--- src/rtl/sl3p_deskew_ctrl_if.sv ---
// sl3p_deskew_ctrl_if: deskew bundle; word_locked/am_ping into the controller, fallback_req/deskew_locked/skew_err/fallback_cnt out of it
interface sl3p_deskew_ctrl_if #(parameter int LANES = 2);
  logic             word_locked;
  logic [LANES-1:0] am_ping;
  logic [LANES-1:0] fallback_req;
  logic             deskew_locked;
  logic             skew_err;
  logic [7:0]       fallback_cnt;
  modport master (output word_locked, am_ping, input fallback_req, deskew_locked, skew_err, fallback_cnt);
  modport slave (input word_locked, am_ping, output fallback_req, deskew_locked, skew_err, fallback_cnt);
endinterface

--- src/rtl/sl3p_deskew_ctrl.sv ---
// sl3p_deskew_ctrl: cross-lane marker deskew; clk/srst plus bus (word_locked, am_ping in; fallback_req, deskew_locked, skew_err, fallback_cnt out)
module sl3p_deskew_ctrl #(
  parameter int LANES         = 2,
  parameter int MAX_SKEW      = 7,
  parameter int SETTLE_CYCLES = 15,
  parameter int LOCK_COUNT    = 4,
  parameter int MISS_LIMIT    = 3,
  parameter int TIMEOUT_BITS  = 16
) (
  input logic clk,
  input logic srst,
  sl3p_deskew_ctrl_if.slave bus
);
  localparam int KW = $clog2(MAX_SKEW + 1);
  localparam int SW = $clog2(SETTLE_CYCLES + 1);
  localparam int MW = $clog2(LOCK_COUNT + 1);
  localparam int XW = $clog2(MISS_LIMIT + 1);
  localparam logic [KW-1:0] SKEW_END = KW'(MAX_SKEW);
  localparam logic [SW-1:0] SETTLE_END = SW'(SETTLE_CYCLES);
  localparam logic [MW-1:0] MATCH_END = MW'(LOCK_COUNT);
  localparam logic [XW-1:0] MISS_END = XW'(MISS_LIMIT);
  typedef enum logic [2:0] {IDLE, HUNT, GATHER, SETTLE, LOCKED} state_t;
  state_t st, st_n;
  logic [LANES-1:0] first_m, first_n, seen_m, seen_n, seen_or, fb, fb_n;
  logic [KW-1:0] skew, skew_n;
  logic [SW-1:0] settle, settle_n;
  logic [MW-1:0] match, match_n;
  logic [XW-1:0] miss, miss_n;
  logic [TIMEOUT_BITS-1:0] wd, wd_n;
  logic [7:0] fcnt, fcnt_n;
  logic lock, lock_n, err, err_n, bad, all_ping, any_ping;
  assign all_ping = &bus.am_ping;
  assign any_ping = |bus.am_ping;
  assign seen_or = seen_m | bus.am_ping;
  assign bus.fallback_req = fb;
  assign bus.deskew_locked = lock;
  assign bus.skew_err = err;
  assign bus.fallback_cnt = fcnt;
  always_ff @(posedge clk) begin
    if (srst) begin
      st <= IDLE;
      first_m <= '0;
      seen_m <= '0;
      skew <= '0;
      settle <= '0;
      match <= '0;
      miss <= '0;
      wd <= '0;
      fb <= '0;
      err <= 1'b0;
      lock <= 1'b0;
      fcnt <= '0;
    end else begin
      st <= st_n;
      first_m <= first_n;
      seen_m <= seen_n;
      skew <= skew_n;
      settle <= settle_n;
      match <= match_n;
      miss <= miss_n;
      wd <= wd_n;
      fb <= fb_n;
      err <= err_n;
      lock <= lock_n;
      fcnt <= fcnt_n;
    end
  end
  always_comb begin
    st_n = st;
    first_n = first_m;
    seen_n = seen_m;
    skew_n = skew;
    settle_n = settle;
    match_n = match;
    miss_n = miss;
    wd_n = wd;
    fb_n = '0;
    err_n = 1'b0;
    lock_n = lock;
    fcnt_n = fcnt;
    bad = 1'b0;
    if (!bus.word_locked) begin
      st_n = IDLE;
      first_n = '0;
      seen_n = '0;
      skew_n = '0;
      settle_n = '0;
      match_n = '0;
      miss_n = '0;
      wd_n = '0;
      lock_n = 1'b0;
    end else begin
      case (st)
        IDLE: st_n = HUNT;
        HUNT: begin
          if (all_ping) begin
            match_n = match + 1'b1;
            if (match_n == MATCH_END) begin
              st_n = LOCKED;
              lock_n = 1'b1;
              miss_n = '0;
              wd_n = '0;
            end
          end else if (any_ping) begin
            first_n = bus.am_ping;
            seen_n = bus.am_ping;
            skew_n = '0;
            st_n = GATHER;
          end
        end
        GATHER: begin
          seen_n = seen_or;
          skew_n = skew + 1'b1;
          if (&seen_or) begin
            fb_n = first_m;
            fcnt_n = fcnt + {7'd0, ~&fcnt};
            match_n = '0;
            settle_n = '0;
            st_n = SETTLE;
          end else if (skew_n == SKEW_END) begin
            err_n = 1'b1;
            match_n = '0;
            st_n = HUNT;
          end
        end
        SETTLE: begin
          settle_n = settle + 1'b1;
          st_n = settle_n == SETTLE_END ? HUNT : SETTLE;
        end
        LOCKED: begin
          // partial pings hold the watchdog; only silent cycles advance it
          wd_n = all_ping ? '0 : any_ping ? wd : wd + 1'b1;
          bad = !all_ping && (any_ping || &wd_n);
          wd_n = &wd_n ? '0 : wd_n;
          miss_n = all_ping ? '0 : bad ? miss + 1'b1 : miss;
          err_n = bad;
          if (miss_n == MISS_END) begin
            st_n = HUNT;
            lock_n = 1'b0;
            match_n = '0;
            miss_n = '0;
          end
        end
        default: st_n = IDLE;
      endcase
    end
  end
endmodule

--- src/flat_wrapper.sv ---
// flat-port wrapper written by rule: the top's interface ports become plain ports
module sl3p_deskew_ctrl_flat 
#(
  parameter int LANES         = 2,
  parameter int MAX_SKEW      = 7,
  parameter int SETTLE_CYCLES = 15,
  parameter int LOCK_COUNT    = 4,
  parameter int MISS_LIMIT    = 3,
  parameter int TIMEOUT_BITS  = 16
)
  (clk, srst, bus_word_locked, bus_am_ping, bus_fallback_req, bus_deskew_locked, bus_skew_err, bus_fallback_cnt);
  sl3p_deskew_ctrl_if #(.LANES(LANES)) bus_i ();
  input logic clk;
  input logic srst;
  input wire logic [$bits(bus_i.word_locked)-1:0] bus_word_locked;
  input wire logic [$bits(bus_i.am_ping)-1:0] bus_am_ping;
  output wire logic [$bits(bus_i.fallback_req)-1:0] bus_fallback_req;
  output wire logic [$bits(bus_i.deskew_locked)-1:0] bus_deskew_locked;
  output wire logic [$bits(bus_i.skew_err)-1:0] bus_skew_err;
  output wire logic [$bits(bus_i.fallback_cnt)-1:0] bus_fallback_cnt;
  assign bus_i.word_locked = bus_word_locked;
  assign bus_i.am_ping = bus_am_ping;
  assign bus_fallback_req = bus_i.fallback_req;
  assign bus_deskew_locked = bus_i.deskew_locked;
  assign bus_skew_err = bus_i.skew_err;
  assign bus_fallback_cnt = bus_i.fallback_cnt;
  sl3p_deskew_ctrl #(.LANES(LANES), .MAX_SKEW(MAX_SKEW), .SETTLE_CYCLES(SETTLE_CYCLES), .LOCK_COUNT(LOCK_COUNT), .MISS_LIMIT(MISS_LIMIT), .TIMEOUT_BITS(TIMEOUT_BITS)) u_core (.clk(clk), .srst(srst), .bus(bus_i));
endmodule
--- config.mk ---
export PLATFORM = sky130hd
export DESIGN_NAME = sl3p_deskew_ctrl_flat
export DESIGN_NICKNAME = d
export VERILOG_FILES = /design/src/rtl/sl3p_deskew_ctrl_if.sv /design/src/rtl/sl3p_deskew_ctrl.sv /design/src/flat_wrapper.sv
export SDC_FILE = /design/constraint.sdc
export NUM_CORES = 1
export LEC_CHECK = 0
export ABC_CLOCK_PERIOD_IN_PS = 4800
export BUFFER_PORTS_ARGS = -buffer_cell sky130_fd_sc_hd__buf_2
export CORE_MARGIN = 2
export CORE_UTILIZATION = 35
export DETAILED_ROUTE_END_ITERATION = 6
export HOLD_SLACK_MARGIN = 0.05
export PLACE_DENSITY = 0.62
export SLEW_MARGIN = 20
export SYNTH_ARGS = -nofsm -noshare
export SYNTH_HDL_FRONTEND = slang
export SYNTH_SLANG_ARGS = --single-unit
--- constraint.sdc ---
create_clock -name clk -period 4.8 [get_ports clk]
set_clock_uncertainty 0.05 [all_clocks]
set_input_delay 0 -clock clk [delete_from_list [all_inputs] [get_ports clk]]
set_output_delay 0 -clock clk [all_outputs]
set_load 0.1 [all_outputs]
==> run summary, run 1 <==
Slowest-stage cell, CP: dfxtp_1
fraction of the yosys area taken by sequential cells: 0.313
chip width: 96.7 um
number of H-tree levels: 2
drt wl/cell: 14.2 um
ys async rst share: 0
Area growth, synth to finish: 5.91%
crit path max fanout: 13
vias in the first global route: 2545
RePlAce Congestion: 0.830
RSZ-0062 raised after global routing: no
hold_buf cts: 3
Vias/cell: 5.71
CP cell instances: ha_1, or4b_4, o211ai_2, o2111ai_2, or4_4, or4_4, o211ai_2, and3_1
clock period minus worst slack: 3.14 ns
critical path's largest stage delay: 0.57 ns
Post-synth EDFFs: 0
Port Buf Inserts: 16
Total Wirelength: 6890 um
post-synth top area cell: dfxtp_1
Fin Hold WS: 0.158 ns
CTS sink cnt: 47
total global-route track usage: 0.149
worst-skew pair later-pin latency: 0.31 ns
nets@finish: 394
Via Count: 2777
total grt overflow: 0
Worst VDD drop: 0.174 mV
Routed Antenna Nets: 0
Critical Path RT: 5.00 ns
crit share post-route: 0.655
FP Rows: 33
Seq cells post-synth: 47
Antenna Cells: 0
Setup CP Type: register to register
Core Area: 8260 sq um
post-CTS setup buffers: 0
WP buf/inv: 0
Avg Cell Area, Syn: 7.87 sq um
top-area cell type share of the netlist area: 0.313
total die area: 9350 sq um
Fillers: 862
CTS tree: done
clock root cell: clkbuf_8
Pleak: 1.08 nW
crit-path leading delay family: simple AND/OR/NAND/NOR gates
Ys Warns: 0
CTS-repair resized insts: 0
PwrDens: 233 nW/um^2
post-route worst setup slack: 1.66 ns
Hold Path Origin: bus_am_ping[0]
FMAX: 318 MHz
post-synthesis cell count: 382
drt drc: 0
initial antenna violation count: 0
clk slew on worst S/H paths: 0.10 ns
final hold vios: 0
total CTS buffers: 5
MaxCap Viol Count: 0
Initial Utilization: 0.364
Max clock buf depth: 2
prevailing post-synth register cell: dfxtp_1
pin count of the biggest net entering global routing: 35
r2r startpoint: u_core.wd[0]$_SDFFE_PP0P_
Hold Path Class: input pin to register
Mapped Area: 3010 sq um
1st-iter DRT viols: 153
Synth cell types: 72
crit path DAT: 3.35 ns
HPWL after DPL: 4770 um
Worst setup SP type: register
status: complete, no violations
total I/O pin count: 17
worst slack, placed: 1.71 ns
Worst-Margin Slew: 0.996 ns
final slew viol count: 0
Initial DRT Pass Iterations: 4
syn_nets: 396
global-route wire length before repair: 11800 um
chip height: 96.7 um
layout cells sized above 1: 0.118
CP Capture Type: register
Setup violations, final: 0
total negative slack: 0 ns
ranking of synthesized cells by area: dfxtp_1 31%, a21oi_1 5.5%, nand2_1 5.1%, nor2_1 4.9%, ha_1 3.7%
crit path from: u_core.wd[0]$_SDFFE_PP0P_
Slew Limit Headroom: 0.333
synthesized netlist by cell type (3+ instances only):
library cell,number
a211oi_1,4
a21oi_1,33
a22oi_1,6
a311oi_1,10
a31oi_1,9
and3_1,6
buf_4,5
buf_6,4
clkbuf_1,13
dfxtp_1,47
ha_1,9
inv_1,9
nand2_1,41
nand2b_1,5
nand3_1,12
nand3b_1,5
nand4_1,12
nor2_1,39
nor2b_1,4
nor3_1,8
nor3b_1,5
o21ai_0,19
o31ai_1,3
or3_1,3
or3b_2,3
or4_1,3
xnor2_1,3
xor2_1,6
state kept, by name (all words and copies together), names as in the netlist:
signal / count
u_core.bus.fallback_req: 2
u_core.st: 3
u_core.seen_m: 2
u_core.settle: 4
u_core.bus.deskew_locked: 1
u_core.match: 3
u_core.bus.skew_err: 1
u_core.first_m: 2
u_core.bus.fallback_cnt: 8
u_core.skew: 3
u_core.miss: 2
u_core.wd: 16
worst paths after layout:
path                               endpoint  slack [ns]  cells past startpoint
max               u_core.st[0]$_SDFFE_PP0P_        1.66                      8
min          u_core.first_m[0]$_SDFFE_PP0P_        0.16                      3
max reg2reg       u_core.st[0]$_SDFFE_PP0P_        1.66                      8
min reg2reg  u_core.first_m[0]$_SDFFE_PP0P_        0.43                      2
metrics by stage:
stage	power [mW]	std cells	util	area (sq um)
floorplan	0.437	382	-	3010
global placement	0.442	475	0.368	3040
detailed placement	0.443	475	0.368	3040
CTS	0.753	486	0.386	3190
global route	0.772	486	0.386	3190
finish	0.743	486	0.386	3190
layout make-up:
type	count	area, sq um	area share
Clock buffer	5	68.8	0.0216
Clock inverter	3	46.3	0.0145
Inverter	9	33.8	0.0106
Multi-Input combinational cell	296	1840	0.577
Sequential cell	47	941	0.295
Tap cell	105	131	0.0412
Timing Repair Buffer	21	125	0.0393
layout by cell type, fill, tap and decap left out, types with 3 or more instances in the layout:
| master | n |
|---|---|
| or3_1 | 3 |
| buf_2 | 16 |
| o21ai_0 | 19 |
| xnor2_1 | 3 |
| ha_1 | 9 |
| clkbuf_8 | 5 |
| nor2_1 | 39 |
| nor3_1 | 8 |
| dfxtp_1 | 47 |
| nand4_1 | 12 |
| nand2b_1 | 5 |
| inv_1 | 9 |
| a21oi_1 | 33 |
| nand3b_1 | 5 |
| a31oi_1 | 9 |
| or3b_2 | 3 |
| dlygate4sd3_1 | 3 |
| nand2_1 | 41 |
| nor2b_1 | 4 |
| nand3_1 | 12 |
| a22oi_1 | 6 |
| a211oi_1 | 4 |
| a311oi_1 | 10 |
| xor2_1 | 6 |
| and3_1 | 6 |
| nor3b_1 | 5 |
| or4_1 | 3 |
| o31ai_1 | 3 |
power breakdown:
part	leakage [nW]	internal [mW]	total, mW	switching, mW
Sequential	0.379	0.391	0.393	0.00204
Combinational	0.642	0.0137	0.0422	0.0285
Clock	0.0548	0.157	0.307	0.150
tightest hold or removal path: stages:
cell and delay (ns):
buf_2 0.26, o21ai_0 0.14, a21oi_1 0.07
cell families (layout without fill, tap and decap cells):
logic type | after synthesis | in the layout | share of synthesized area
buffers and inverters | 39 | 38 | 0.0757
and+or+nand+nor | 169 | 169 | 0.304
AOI/OAI and AO/OA | 107 | 107 | 0.237
DFF | 47 | 47 | 0.313
adders and majority gates | 9 | 9 | 0.0374
muxes | 2 | 2 | 0.00707
xor gates and xnor gates | 9 | 9 | 0.0262
per-layer routing:
metal  track usage  part of all wire
met4        0.0509             0.014
met2         0.249              0.46
met3        0.0275             0.028
met5             0                 0
met1         0.192              0.50
Note: power is estimated with default switching activity, not from simulation.
==> run 2: changes to the inputs <==
- ABC_CLOCK_PERIOD_IN_PS: 4800 -> 2700
- PLACE_DENSITY: 0.62 -> 0.63
- clock period: 4.8 -> 2.7 ns (I/O delays scaled with it)
==> run 2 against run 1 <==
The run now ends with negative setup slack left. Setup slack worse by 1.7 ns. Clock-buffer cell count stayed put. Non-clock buffer count grew 27. First-iteration DRC count rose by 9.8%. Final cell count increased by 5.6%. Critical path type unchanged. Largest power group unchanged. Highest routed layer unchanged.
==> run summary, run 2 (synthesis results as in run 1) <==
Worst VDD drop: 0.176 mV
Fin Hold WS: 0.158 ns
Register Area: 946 sq um
total I/O pin count: 17
clock period minus worst slack: 2.75 ns
placed instance count: 501
crit share post-route: 1.02
RePlAce Congestion: 0.816
FP Rows: 33
max reg flops: 16
critical path depth: 9
total die area: 9350 sq um
worst-skew pair later-pin latency: 0.31 ns
Hold Path Class: input pin to register
drt drc: 0
final hold vios: 0
chip width: 96.7 um
Core Area: 8260 sq um
Slew Limit Headroom: 0.375
MaxCap Viol Count: 0
Setup violations, final: 4
RSZ-0062 raised after global routing: yes
crit-path leading delay family: simple AND/OR/NAND/NOR gates
vias in the first global route: 2592
Worst setup SP type: register
most frequent cells in the layout: 43 x dfxtp_1, 41 x nand2_1, 38 x nor2_1
Pleak: 1.23 nW
crit path max fanout: 4
Slowest-stage cell, CP: or4_4
Vias/cell: 5.67
Setup CP Type: register to register
crit path DAT: 2.86 ns
Routed Antenna Nets: 0
Max clock buf depth: 2
1st-iter DRT viols: 168
HPWL after DPL: 5180 um
Multi-input gate area: 1930 sq um
clock root cell: clkbuf_8
final slew viol count: 0
total global-route track usage: 0.153
drt wl/cell: 14.1 um
initial antenna violation count: 0
Fillers: 833
Worst-Margin Slew: 0.937 ns
most used cell, CP: or4_4
pin count of the biggest net entering global routing: 23
layout cells sized above 1: 0.223
commonest non-fill, non-tap cell in the layout: dfxtp_1
CTS sink cnt: 47
PwrDens: 379 nW/um^2
Initial Utilization: 0.364
number of H-tree levels: 2
Antenna Cells: 0
Initial DRT Pass Iterations: 4
Port Buf Inserts: 16
Via Count: 2908
Critical Path RT: 2.80 ns
Top reg by flops: u_core.wd
DP Area: 3240 sq um
Register-to-Register Path Depth: 9
clk slew on worst S/H paths: 0.09 ns
total grt overflow: 0
WP buf/inv: 1
global-route wire length before repair: 12200 um
CP Capture Type: register
CTS tree: done
CP cell instances: ha_4, buf_6, and3_4, nand4_1, mux2_4, or4_4, or4_4, o211ai_4, a211oi_2
post-route worst setup slack: -0.0518 ns
Area growth, synth to finish: 15.9%
nets@finish: 421
fin cells: 513
Final Cell Area: 3490 sq um
FMAX: 363 MHz
chip height: 96.7 um
worst hold path stage count: 4
total CTS buffers: 5
critical path's largest stage delay: 0.54 ns
failing checks: negative setup slack
status: complete, but fails checks
Total Wirelength: 7220 um
run 2: cell count changes in the layout (fill, tap and decap cells not counted), moves of 2 or more:
cell     change
buf_4       +26
dfxtp_2      +4
buf_6        +2
a21oi_2      +3
a21oi_1      -3
dfxtp_1      -4
run 2: final timing paths:
kind | from | end | slack, ns
hold / removal | bus_am_ping[0] | u_core.first_m[0]$_SDFFE_PP0P_ | 0.16
setup reg to reg | u_core.wd[1]$_SDFFE_PP0P_ | u_core.match[1]$_SDFFE_PP0P_ | -0.05
setup / recovery | u_core.wd[1]$_SDFFE_PP0P_ | u_core.match[1]$_SDFFE_PP0P_ | -0.05
hold reg to reg | u_core.seen_m[1]$_SDFFE_PP0P_ | u_core.seen_m[1]$_SDFFE_PP0P_ | 0.43
run 2: worst min-delay path: cells and delay by family:
family,cells,cell delay (ns)
buffers and inverters,2,0.32
AOI/OAI and AO/OA,2,0.15
run 2: metal layers:
metal | track usage | vias up | wire, um
li1 | - | 1463 | -
met1 | 0.207 | 1372 | 3430
met2 | 0.245 | 65 | 3360
met3 | 0.0311 | 8 | 331
met4 | 0.0466 | 0 | 93
met5 | 0 | - | 0
run 2: area by class of cell:
class / instances / share of cell area
multi-input combinational: 296 / 0.553
sequential: 47 / 0.271
timing repair buffer: 48 / 0.0955
tap: 105 / 0.0377
clock buffer: 5 / 0.0197
clock inverter: 3 / 0.0133
inverter: 9 / 0.00969
run 2: metrics by stage:
step | TNS [ns] | util | setup WS [ns] | total power [mW]
floorplan | 0 | - | 0.0103 | 0.778
global placement | -0.374 | 0.392 | -0.122 | 0.791
detailed placement | -0.549 | 0.392 | -0.157 | 0.792
CTS | -0.00409 | 0.414 | -0.00409 | 1.35
global route | -0.433 | 0.422 | -0.108 | 1.39
finish | -0.108 | 0.422 | -0.0518 | 1.32
run 2: repair_timing:
| action | 4_1_cts | 5_1_grt |
|---|---|---|
| buffers inserted | 2 | 0 |
| hold buffers | 2 | 0 |
| hold endpoints to repair | 10 | 0 |
| gates resized for setup | 8 | 16 |
| pin swaps | 5 | 7 |
| setup endpoints to repair | 8 | 24 |
run 2: report_power, final:
part / internal (mW) / switching (mW)
Combinational: 0.0289 / 0.0511
Clock: 0.279 / 0.264
Sequential: 0.695 / 0.00381
